## src/rtl/serial_comp_pkg.sv

```systemverilog
// Shared types and constants for the serial one's/two's complementer.
package serial_comp_pkg;

  typedef enum logic [1:0] {
    StIdle     = 2'd0,
    StOnes     = 2'd1,
    StTwosPass = 2'd2,
    StTwosInv  = 2'd3
  } state_e;

  localparam logic MODE_ONES = 1'b0;
  localparam logic MODE_TWOS = 1'b1;

  // Two's complement passes bits up to and including the first 1, then inverts.
  function automatic state_e start_state(logic mode, logic first_bit);
    if (mode == MODE_ONES) begin
      return StOnes;
    end
    return first_bit ? StTwosInv : StTwosPass;
  endfunction

endpackage

```

## src/rtl/serial_complementer_if.sv

```systemverilog
// Serial bit stream in, complemented bit stream out, plus framing error pulse.
interface serial_complementer_if;

  logic in_valid;
  logic in_bit;
  logic in_sof;
  logic mode;
  logic out_valid;
  logic out_bit;
  logic out_sof;
  logic out_eow;
  logic err_frame;

  modport master (
    output in_valid, in_bit, in_sof, mode,
    input  out_valid, out_bit, out_sof, out_eow, err_frame
  );

  modport slave (
    input  in_valid, in_bit, in_sof, mode,
    output out_valid, out_bit, out_sof, out_eow, err_frame
  );

endinterface

```

## src/rtl/serial_comp_ctr.sv

```systemverilog
// Word bit counter: clear+inc loads 1 (new word), clear alone returns to 0.
module serial_comp_ctr #(
  parameter int unsigned WORD_W = 8,
  parameter int unsigned CNT_W  = $clog2(WORD_W)
) (
  input  logic clk,
  input  logic rst,
  input  logic inc,
  input  logic clear,
  output logic last
);

  localparam logic [CNT_W-1:0] LastVal = CNT_W'(WORD_W - 1);

  logic [CNT_W-1:0] cnt_d, cnt_q;

  always_comb begin
    cnt_d = cnt_q;
    if (clear) begin
      cnt_d = inc ? CNT_W'(1) : '0;
    end else if (inc) begin
      cnt_d = cnt_q + CNT_W'(1);
    end
  end

  always_ff @(posedge clk or negedge rst) begin
    if (!rst) begin
      cnt_q <= '0;
    end else begin
      cnt_q <= cnt_d;
    end
  end

  assign last = (cnt_q == LastVal);

endmodule

```

## src/rtl/serial_complementer.sv

```systemverilog
// Bit-serial one's/two's complementer, LSB first, registered outputs with one cycle latency.
module serial_complementer
  import serial_comp_pkg::*;
#(
  parameter int unsigned WORD_W = 8,
  parameter int unsigned CNT_W  = $clog2(WORD_W)
) (
  input logic                  clk,
  input logic                  rst,
  serial_complementer_if.slave bus
);

  state_e state_q, state_d;
  logic   mode_q;

  logic accept, mid, start, eow, emit, frame_err, bit_d;
  logic ctr_inc, ctr_clear, cnt_last;

  logic out_valid_q, out_bit_q, out_sof_q, out_eow_q, err_frame_q;

  serial_comp_ctr #(
    .WORD_W(WORD_W),
    .CNT_W (CNT_W)
  ) u_ctr (
    .clk  (clk),
    .rst  (rst),
    .inc  (ctr_inc),
    .clear(ctr_clear),
    .last (cnt_last)
  );

  always_comb begin
    accept    = bus.in_valid;
    mid       = (state_q != StIdle);
    start     = accept & bus.in_sof;
    eow       = accept & ~bus.in_sof & mid & cnt_last;
    emit      = accept & (bus.in_sof | mid);
    // sof while mid-word, or a bare bit while idle
    frame_err = accept & (bus.in_sof == mid);
    ctr_inc   = emit & ~eow;
    ctr_clear = start | eow;

    state_d = state_q;
    bit_d   = bus.in_bit;
    if (start) begin
      state_d = start_state(bus.mode, bus.in_bit);
      bit_d   = (bus.mode == MODE_ONES) ? ~bus.in_bit : bus.in_bit;
    end else if (accept && mid) begin
      unique case (state_q)
        StOnes:     bit_d = ~bus.in_bit;
        StTwosPass: bit_d = bus.in_bit;
        StTwosInv:  bit_d = ~bus.in_bit;
        default:    bit_d = bus.in_bit;
      endcase
      if (eow) begin
        state_d = StIdle;
      end else if (mode_q == MODE_TWOS && state_q == StTwosPass && bus.in_bit) begin
        state_d = StTwosInv;
      end
    end
  end

  always_ff @(posedge clk or negedge rst) begin
    if (!rst) begin
      state_q     <= StIdle;
      mode_q      <= MODE_ONES;
      out_valid_q <= 1'b0;
      out_bit_q   <= 1'b0;
      out_sof_q   <= 1'b0;
      out_eow_q   <= 1'b0;
      err_frame_q <= 1'b0;
    end else begin
      state_q <= state_d;
      if (start) begin
        mode_q <= bus.mode;
      end
      out_valid_q <= emit;
      out_bit_q   <= emit & bit_d;
      out_sof_q   <= start;
      out_eow_q   <= eow;
      err_frame_q <= frame_err;
    end
  end

  assign bus.out_valid = out_valid_q;
  assign bus.out_bit   = out_bit_q;
  assign bus.out_sof   = out_sof_q;
  assign bus.out_eow   = out_eow_q;
  assign bus.err_frame = err_frame_q;

endmodule

```

## src/flat_wrapper.sv

```systemverilog
// flat-port wrapper written by rule: the top's interface ports become plain ports
module serial_complementer_flat import serial_comp_pkg::*;
#(
  parameter int unsigned WORD_W = 8,
  parameter int unsigned CNT_W  = $clog2(WORD_W)
)
  (clk, rst, bus_in_valid, bus_in_bit, bus_in_sof, bus_mode, bus_out_valid, bus_out_bit, bus_out_sof, bus_out_eow, bus_err_frame);
  serial_complementer_if bus_i ();
  input logic clk;
  input logic rst;
  input wire logic [$bits(bus_i.in_valid)-1:0] bus_in_valid;
  input wire logic [$bits(bus_i.in_bit)-1:0] bus_in_bit;
  input wire logic [$bits(bus_i.in_sof)-1:0] bus_in_sof;
  input wire logic [$bits(bus_i.mode)-1:0] bus_mode;
  output wire logic [$bits(bus_i.out_valid)-1:0] bus_out_valid;
  output wire logic [$bits(bus_i.out_bit)-1:0] bus_out_bit;
  output wire logic [$bits(bus_i.out_sof)-1:0] bus_out_sof;
  output wire logic [$bits(bus_i.out_eow)-1:0] bus_out_eow;
  output wire logic [$bits(bus_i.err_frame)-1:0] bus_err_frame;
  assign bus_i.in_valid = bus_in_valid;
  assign bus_i.in_bit = bus_in_bit;
  assign bus_i.in_sof = bus_in_sof;
  assign bus_i.mode = bus_mode;
  assign bus_out_valid = bus_i.out_valid;
  assign bus_out_bit = bus_i.out_bit;
  assign bus_out_sof = bus_i.out_sof;
  assign bus_out_eow = bus_i.out_eow;
  assign bus_err_frame = bus_i.err_frame;
  serial_complementer #(.WORD_W(WORD_W), .CNT_W(CNT_W)) u_core (.clk(clk), .rst(rst), .bus(bus_i));
endmodule
```

## config.mk

```make
export PLATFORM = sky130hd
export DESIGN_NAME = serial_complementer_flat
export DESIGN_NICKNAME = d
export VERILOG_FILES = /design/src/rtl/serial_comp_pkg.sv /design/src/rtl/serial_complementer_if.sv /design/src/rtl/serial_comp_ctr.sv /design/src/rtl/serial_complementer.sv /design/src/flat_wrapper.sv
export SDC_FILE = /design/constraint.sdc
export NUM_CORES = 1
export LEC_CHECK = 0
export BUFFER_PORTS_ARGS = -buffer_cell sky130_fd_sc_hd__clkbuf_2
export CAP_MARGIN = 20
export CORE_AREA = 4 4 41 43
export CTS_BUF_LIST = sky130_fd_sc_hd__clkbuf_8
export DETAILED_ROUTE_END_ITERATION = 12
export DIE_AREA = 0 0 45 47
export SLEW_MARGIN = 20
export SYNTH_ARGS = -nofsm -noshare
export SYNTH_HDL_FRONTEND = slang
export SYNTH_SLANG_ARGS = --single-unit
```

## constraint.sdc

```tcl
create_clock -name clk -period 1.09 [get_ports clk]
set_input_delay 0.0545 -clock clk [delete_from_list [all_inputs] [get_ports clk]]
set_output_delay 0.0545 -clock clk [all_outputs]
set_load 0.01 [all_outputs]
```

==> Yosys cells after proc, flatten, opt, wreduce, memory -nomap -nowiden <==
Index checks and enable logic that the tools add are counted.
W data, S select, Z words.
{ "op_classes": {"order_cmp": 0, "eq_ne": 5, "div_mod_pow": 0, "n_reduce_logical": 9, "addsub": 1, "n_shift": 0, "muxes": 16, "bitwise_logic": 13, "n_mul": 0} }
{ "op_table": {"columns": ["op", "count"], "rows": [
  ["$mux W2", 6],
  ["$and A1 B1 Y1", 8],
  ["$mux W1", 8],
  ["$mux W3", 2],
  ["$reduce_bool A2 Y1", 3],
  ["$eq A2 B2 Y1 const B", 2],
  ["$add A3 B1 Y3 const B", 1],
  ["$eq A3 B3 Y1 const B", 1],
  ["$logic_and A1 B1 Y1", 3],
  ["$not A1 Y1", 3],
  ["$reduce_bool A3 Y1", 1],
  ["$eq A2 B1 Y1 const B", 1],
  ["$or A1 B1 Y1", 2],
  ["$reduce_and A2 Y1", 1],
  ["$reduce_or A2 Y1", 1],
  ["$eq A1 B1 Y1", 1]
]} }
{ "totals": {"latch_bits": 0, "n_memories": 0, "ff_bits": 11, "romBits": 0, "mem_bits_rw": 0, "wordCells": 52, "out_inout_bits": 5} }

==> Depth between registers and ports, before layout <==
{ "logic_depth": {"word_depth": 8, "depth_mapped": 6, "depth_no_buf": 5} }

==> Hierarchy <==
Synthesis repeated with hierarchy kept, for this count alone.
{ "hier_totals": {"hier_cells": 41, "area_unflattened_um2": 500.5} }
{ "by_module_without_submodules": {"columns": ["module", "cells_each", "area_each_um2", "instances"], "rows": [
  ["serial_complementer", 30, 357.8, 1],
  ["serial_comp_ctr", 11, 142.6, 1]
]} }

==> Worst setup path after synthesis <==
No wires, ideal clock.
{ "synth_timing": {"path_type": "reg-to-reg", "startpoint": "reg u_core.state_q[0]", "endpoint": "reg u_core.u_ctr.cnt_q[1]", "stages_incl_launch_ff": 7, "period_less_slack_ns": 1.190, "setup_slack_ns": -0.100, "t_arrival_ns": 1.071, "setup_ns": 0.118, "t_required_ns": 0.972, "cell_sequence": "dfrtp_1 -> nor2_1 -> ha_1 -> nand2b_1 -> buf_2 -> mux2i_1 -> nor2_1"} }
{ "synth_via": {"elab_chain_cells": 6, "elab_cells_between_ends": 10} }
{ "synth_lines": {"columns": ["item", "line_no", "rtl"], "rows": [
  ["start: declaration", "serial_complementer.sv:13", "state_e state_q, state_d;"],
  ["start signal: assignment", "serial_complementer.sv:65", "state_q <= StIdle;"],
  ["start signal: assignment", "serial_complementer.sv:73", "state_q <= state_d;"],
  ["$reduce_bool A2 Y1 (*)", "serial_complementer.sv:34", "mid = (state_q != StIdle);"],
  ["$and A1 B1 Y1 (2 in a row)", "serial_complementer.sv:36", "eow = accept & ~bus.in_sof & mid & cnt_last;"],
  ["$not A1 Y1", "serial_complementer.sv:40", "ctr_inc = emit & ~eow;"],
  ["$and A1 B1 Y1", "serial_complementer.sv:40", null],
  ["$reduce_bool A2 Y1 (no source line)", null, null],
  ["end signal: assignment", "serial_comp_ctr.sv:30", "cnt_q <= cnt_d;"],
  ["end: declaration", "serial_comp_ctr.sv:15", "logic [CNT_W-1:0] cnt_d, cnt_q;"]
]} }
Mark *: on every way between the ends. The rest lies on a longest branch, timed or not.
A chain may end at the register's enable or synchronous reset.

==> Final worst setup path <==
{ "layout_timing": {"startpoint": "reg u_core.u_ctr.cnt_q[0]", "endpoint": "reg u_core.state_q[0]"} }
{ "layout_via": {"elab_chain_cells": 5, "elab_cells_between_ends": 7} }
{ "layout_lines": {"columns": ["item", "line_no", "rtl"], "rows": [
  ["$eq A3 B3 Y1 (*)", "serial_comp_ctr.sv:34", "assign last = (cnt_q == LastVal);"],
  ["$and A1 B1 Y1 (*)", "serial_complementer.sv:36", null],
  ["$mux W2", "serial_complementer.sv:55", "if (eow) begin"],
  ["$mux W2", "serial_complementer.sv:48", "end else if (accept && mid) begin"],
  ["$mux W2", "serial_complementer.sv:45", "if (start) begin"]
]} }
Mark *: on every way between the ends. The rest lies on a longest branch, timed or not. The select of a mux whose other input is x is not followed.

==> reports/summary.txt <==
======================================================================================
Core outline area                                                             1300 um2
Total non-filler cell area in the finished layout                              681 um2
Maximum number of pins on one net before global-route repair                        12
Final standard cell count with taps included and fillers excluded                   79
Highest fanout seen on the critical path                                             3
Worst EP arrival                                                               1.36 ns
Top cell types by occurrence after synthesis                              11 x sky130_fd_sc_hd__dfrtp_1, 7 x sky130_fd_sc_hd__nand2_1, 4 x sky130_fd_sc_hd__ha_1, 4 x sky130_fd_sc_hd__inv_1, 4 x sky130_fd_sc_hd__nor2_1
Post-Synthesis Mean Instance Area                                             10.8 um2
Crit. Startpoint                                                          u_core.u_ctr.cnt_q[0]
Wire length of the first global-routing pass                                   1620 um
IR Drop Worst-Case VDD                                                        0.921 mV
Violated checks                                                           negative setup slack
Post-synth design cell area                                                    487 um2
Max-slew headroom                                                                81.7%
Library cell with the highest instance count after synthesis              sky130_fd_sc_hd__dfrtp_1
Class of the tightest hold or removal check                               input pin to register
Setup repair after global routing missed its margin                               true
Result of the run                                                         finished with violations
Total clock buffers created by CTS                                                   3
DRT iter0 DRCs                                                                       6
Clock transition at path regs                                                  0.05 ns
Clock latency at the later pin of the worst-skew pair                          0.24 ns
Count of boundary I/O pins                                                          11
Clock tree root driver cell                                               sky130_fd_sc_hd__clkbuf_8
Post-synth EDFFs                                                                     0
Number of max-cap violations                                                         0
Number of levels the H-tree was split into                                           1
Crit-path cells                                                           ha_2, ha_4, o211ai_1, nand2_1, o22ai_1
# nets final                                                                        75
Post-Place Cells                                                                    73
Total global routing overflow                                                        0
Source of the worst hold timing path                                        bus_in_sof
Worst-case setup margin in the final layout                                  -0.112 ns
Startpoint of the worst register-to-register path                         u_core.u_ctr.cnt_q[0]
Required time of the critical path                                             1.25 ns
Count of nets left with antenna violations after detail routing                      0
TritonCTS clock tree                                                              done
Routed WL                                                                       987 um
Bufs and invs on worst path                                                          0
Antenna diodes                                                                       0
Library cell with the largest summed area after synthesis                 sky130_fd_sc_hd__dfrtp_1
Pwr/cell area                                                              1770 nW/um2
Die extent in y                                                                  47 um
Effective utilization at floorplan                                               37.4%
Final weighted congestion in routability-driven placement                        0.664
Ratio of routed vias to standard cells                                            4.75
Worst Skew                                                                  0.00320 ns
Number of rows in the core area                                                     13
Minimum period implied by the final worst setup slack                          1.20 ns
Final Max Slew Viols                                                                 0
Number of global-route vias before repair                                          350
Number of iterations in the first detailed-routing pass                              4
Count of synthesis-stage warnings from yosys                                         0
GRT Overall Usage                                                                11.7%
Nature of the critical path endpoint                                          register
Avg WL per Cell                                                                12.5 um
Initial antenna violation count                                                      0
Post-synthesis sequential area ratio                                             56.6%
Library cell contributing the largest single delay on the critical path   sky130_fd_sc_hd__dfrtp_1
Cells after Synth                                                                   45
Final count of negative-setup-slack endpoints                                        5
Number of sinks on the clock net                                                    11
Leakage power                                                              0.000363 uW
Fraction of layout instances using a drive strength above 1                      42.2%
Number of remaining DRC errors                                                       0
Floorplan die width                                                              45 um
Dominant cells by area after synthesis                                    sky130_fd_sc_hd__dfrtp_1 57%, sky130_fd_sc_hd__ha_1 10%, sky130_fd_sc_hd__nand2_1 5.4%, sky130_fd_sc_hd__mux2i_1 4.1%, sky130_fd_sc_hd__inv_1 3.1%
Total Die Area                                                                2120 um2
Share of the synthesized area in the top cell type                               56.6%
Final hold violations                                                                0
Top cell family by delay on the critical path                               flip-flops
Final core utilization                                                           52.3%
Final worst path period share                                                     110%
Routed via count                                                                   375
Cell area reported after detailed placement                                    588 um2
Highest clock rate                                                           0.832 GHz
Critical Path Source Type                                                     register
Transition time at the pin with the least slew margin                         0.274 ns
Peak per-stage delay on the critical path                                      0.38 ns
Number of port buffers                                                              10
Commonest register cell after synthesis                                   sky130_fd_sc_hd__dfrtp_1
Clock Path Buffers                                                                   2
Worst Path Class, Setup                                                   register to register
Flop and latch count out of synthesis                                               11
Async set-reset flop share out of synthesis                                       100%
Area growth from synthesis to final layout                                       39.8%
Overall power consumption                                                      1200 uW
Post-synthesis cell type count                                                      18
Synthesized Nets                                                                    55
======================================================================================
[cells by family (layout without fill, tap and decap cells)]
logic type / count (synthesis) / count (layout) / share of synthesized area, %
simple gates: 15 / 15 / 13.1
flops: 11 / 11 / 56.6
compound gates: 7 / 7 / 10.0
buf+inv: 5 / 24 / 4.11
fa+ha+maj: 4 / 4 / 10.3
mux: 2 / 2 / 4.11
xor+xnor: 1 / 1 / 1.80
[flip-flops by register name, indices dropped and copies added (netlist names)]
name                  flops
u_core.u_ctr.cnt_q        3
u_core.mode_q             1
u_core.bus.out_bit        1
u_core.state_q            2
u_core.bus.out_eow        1
u_core.bus.out_valid      1
u_core.bus.out_sof        1
u_core.bus.err_frame      1
[cell usage in the layout (no fill, tap or decap), types with 2 or more instances in the layout]
| cell type | count |
|---|---|
| sky130_fd_sc_hd__dfrtp_1 | 11 |
| sky130_fd_sc_hd__clkbuf_2 | 10 |
| sky130_fd_sc_hd__nand2_1 | 7 |
| sky130_fd_sc_hd__inv_1 | 4 |
| sky130_fd_sc_hd__buf_4 | 4 |
| sky130_fd_sc_hd__clkbuf_8 | 3 |
| sky130_fd_sc_hd__nor2_2 | 2 |
| sky130_fd_sc_hd__a21oi_2 | 2 |
| sky130_fd_sc_hd__nand3_1 | 2 |
| sky130_fd_sc_hd__mux2i_1 | 2 |
| sky130_fd_sc_hd__nor2_1 | 2 |
| sky130_fd_sc_hd__ha_2 | 2 |
[report_power, final]
part	internal, uW	switching (uW)	leakage, uW
clock network	246	145	0.0000269
logic	155	135	0.000196
registers	477	43.7	0.000140
total	878	324	0.000363
[final cells by class]
| type | instances | area (um2) |
|---|---|---|
| Clock buffer | 3 | 41.3 |
| Clock inverter | 1 | 3.75 |
| Fill cell | 136 | 621 |
| Inverter | 4 | 15.0 |
| Multi-Input combinational cell | 29 | 225 |
| Sequential cell | 11 | 275 |
| Tap cell | 15 | 18.8 |
| Timing Repair Buffer | 16 | 101 |
[per-stage QoR]
step | worst slack, ns | hold slack [ns] | setup TNS, ns
after floorplan | -0.0669 | -0.241 | -0.219
after global placement | -0.0694 | -0.0591 | -0.221
after detailed placement | -0.0948 | -0.0551 | -0.375
after CTS | -0.0916 | 0.0742 | -0.391
after global routing | -0.178 | 0.0745 | -0.828
final | -0.112 | 0.0643 | -0.410
[worst paths after layout]
kind                       cells past startpoint  slack, ns                 end
max                                            5      -0.11   u_core.state_q[0]
min                                            2       0.06  u_core.bus.out_eow
max reg2reg                                    5      -0.11   u_core.state_q[0]
min reg2reg                                    2       0.48       u_core.mode_q
max in group asynchronous                      2       0.65  u_core.bus.out_bit
min in group asynchronous                      2       0.22   u_core.state_q[0]
[what timing repair did]
item,CTS,global route
gates resized for setup,3,6
setup buffers,0,2
endpoints found under the setup margin,6,8
endpoints found under the hold margin,11,0
pin swaps,2,7
hold buffers,1,0
[layer usage]
| metal | up-vias | GRT usage [%] | part of all wire (%) |
|---|---|---|---|
| li1 | 188 | - | - |
| met5 | - | 0 | 0 |
| met1 | 168 | 12.2 | 37 |
| met4 | 0 | 8.77 | 2.5 |
| met3 | 5 | 4.98 | 8.5 |
| met2 | 14 | 18.6 | 51 |
Power figures use the tool's default switching activity.
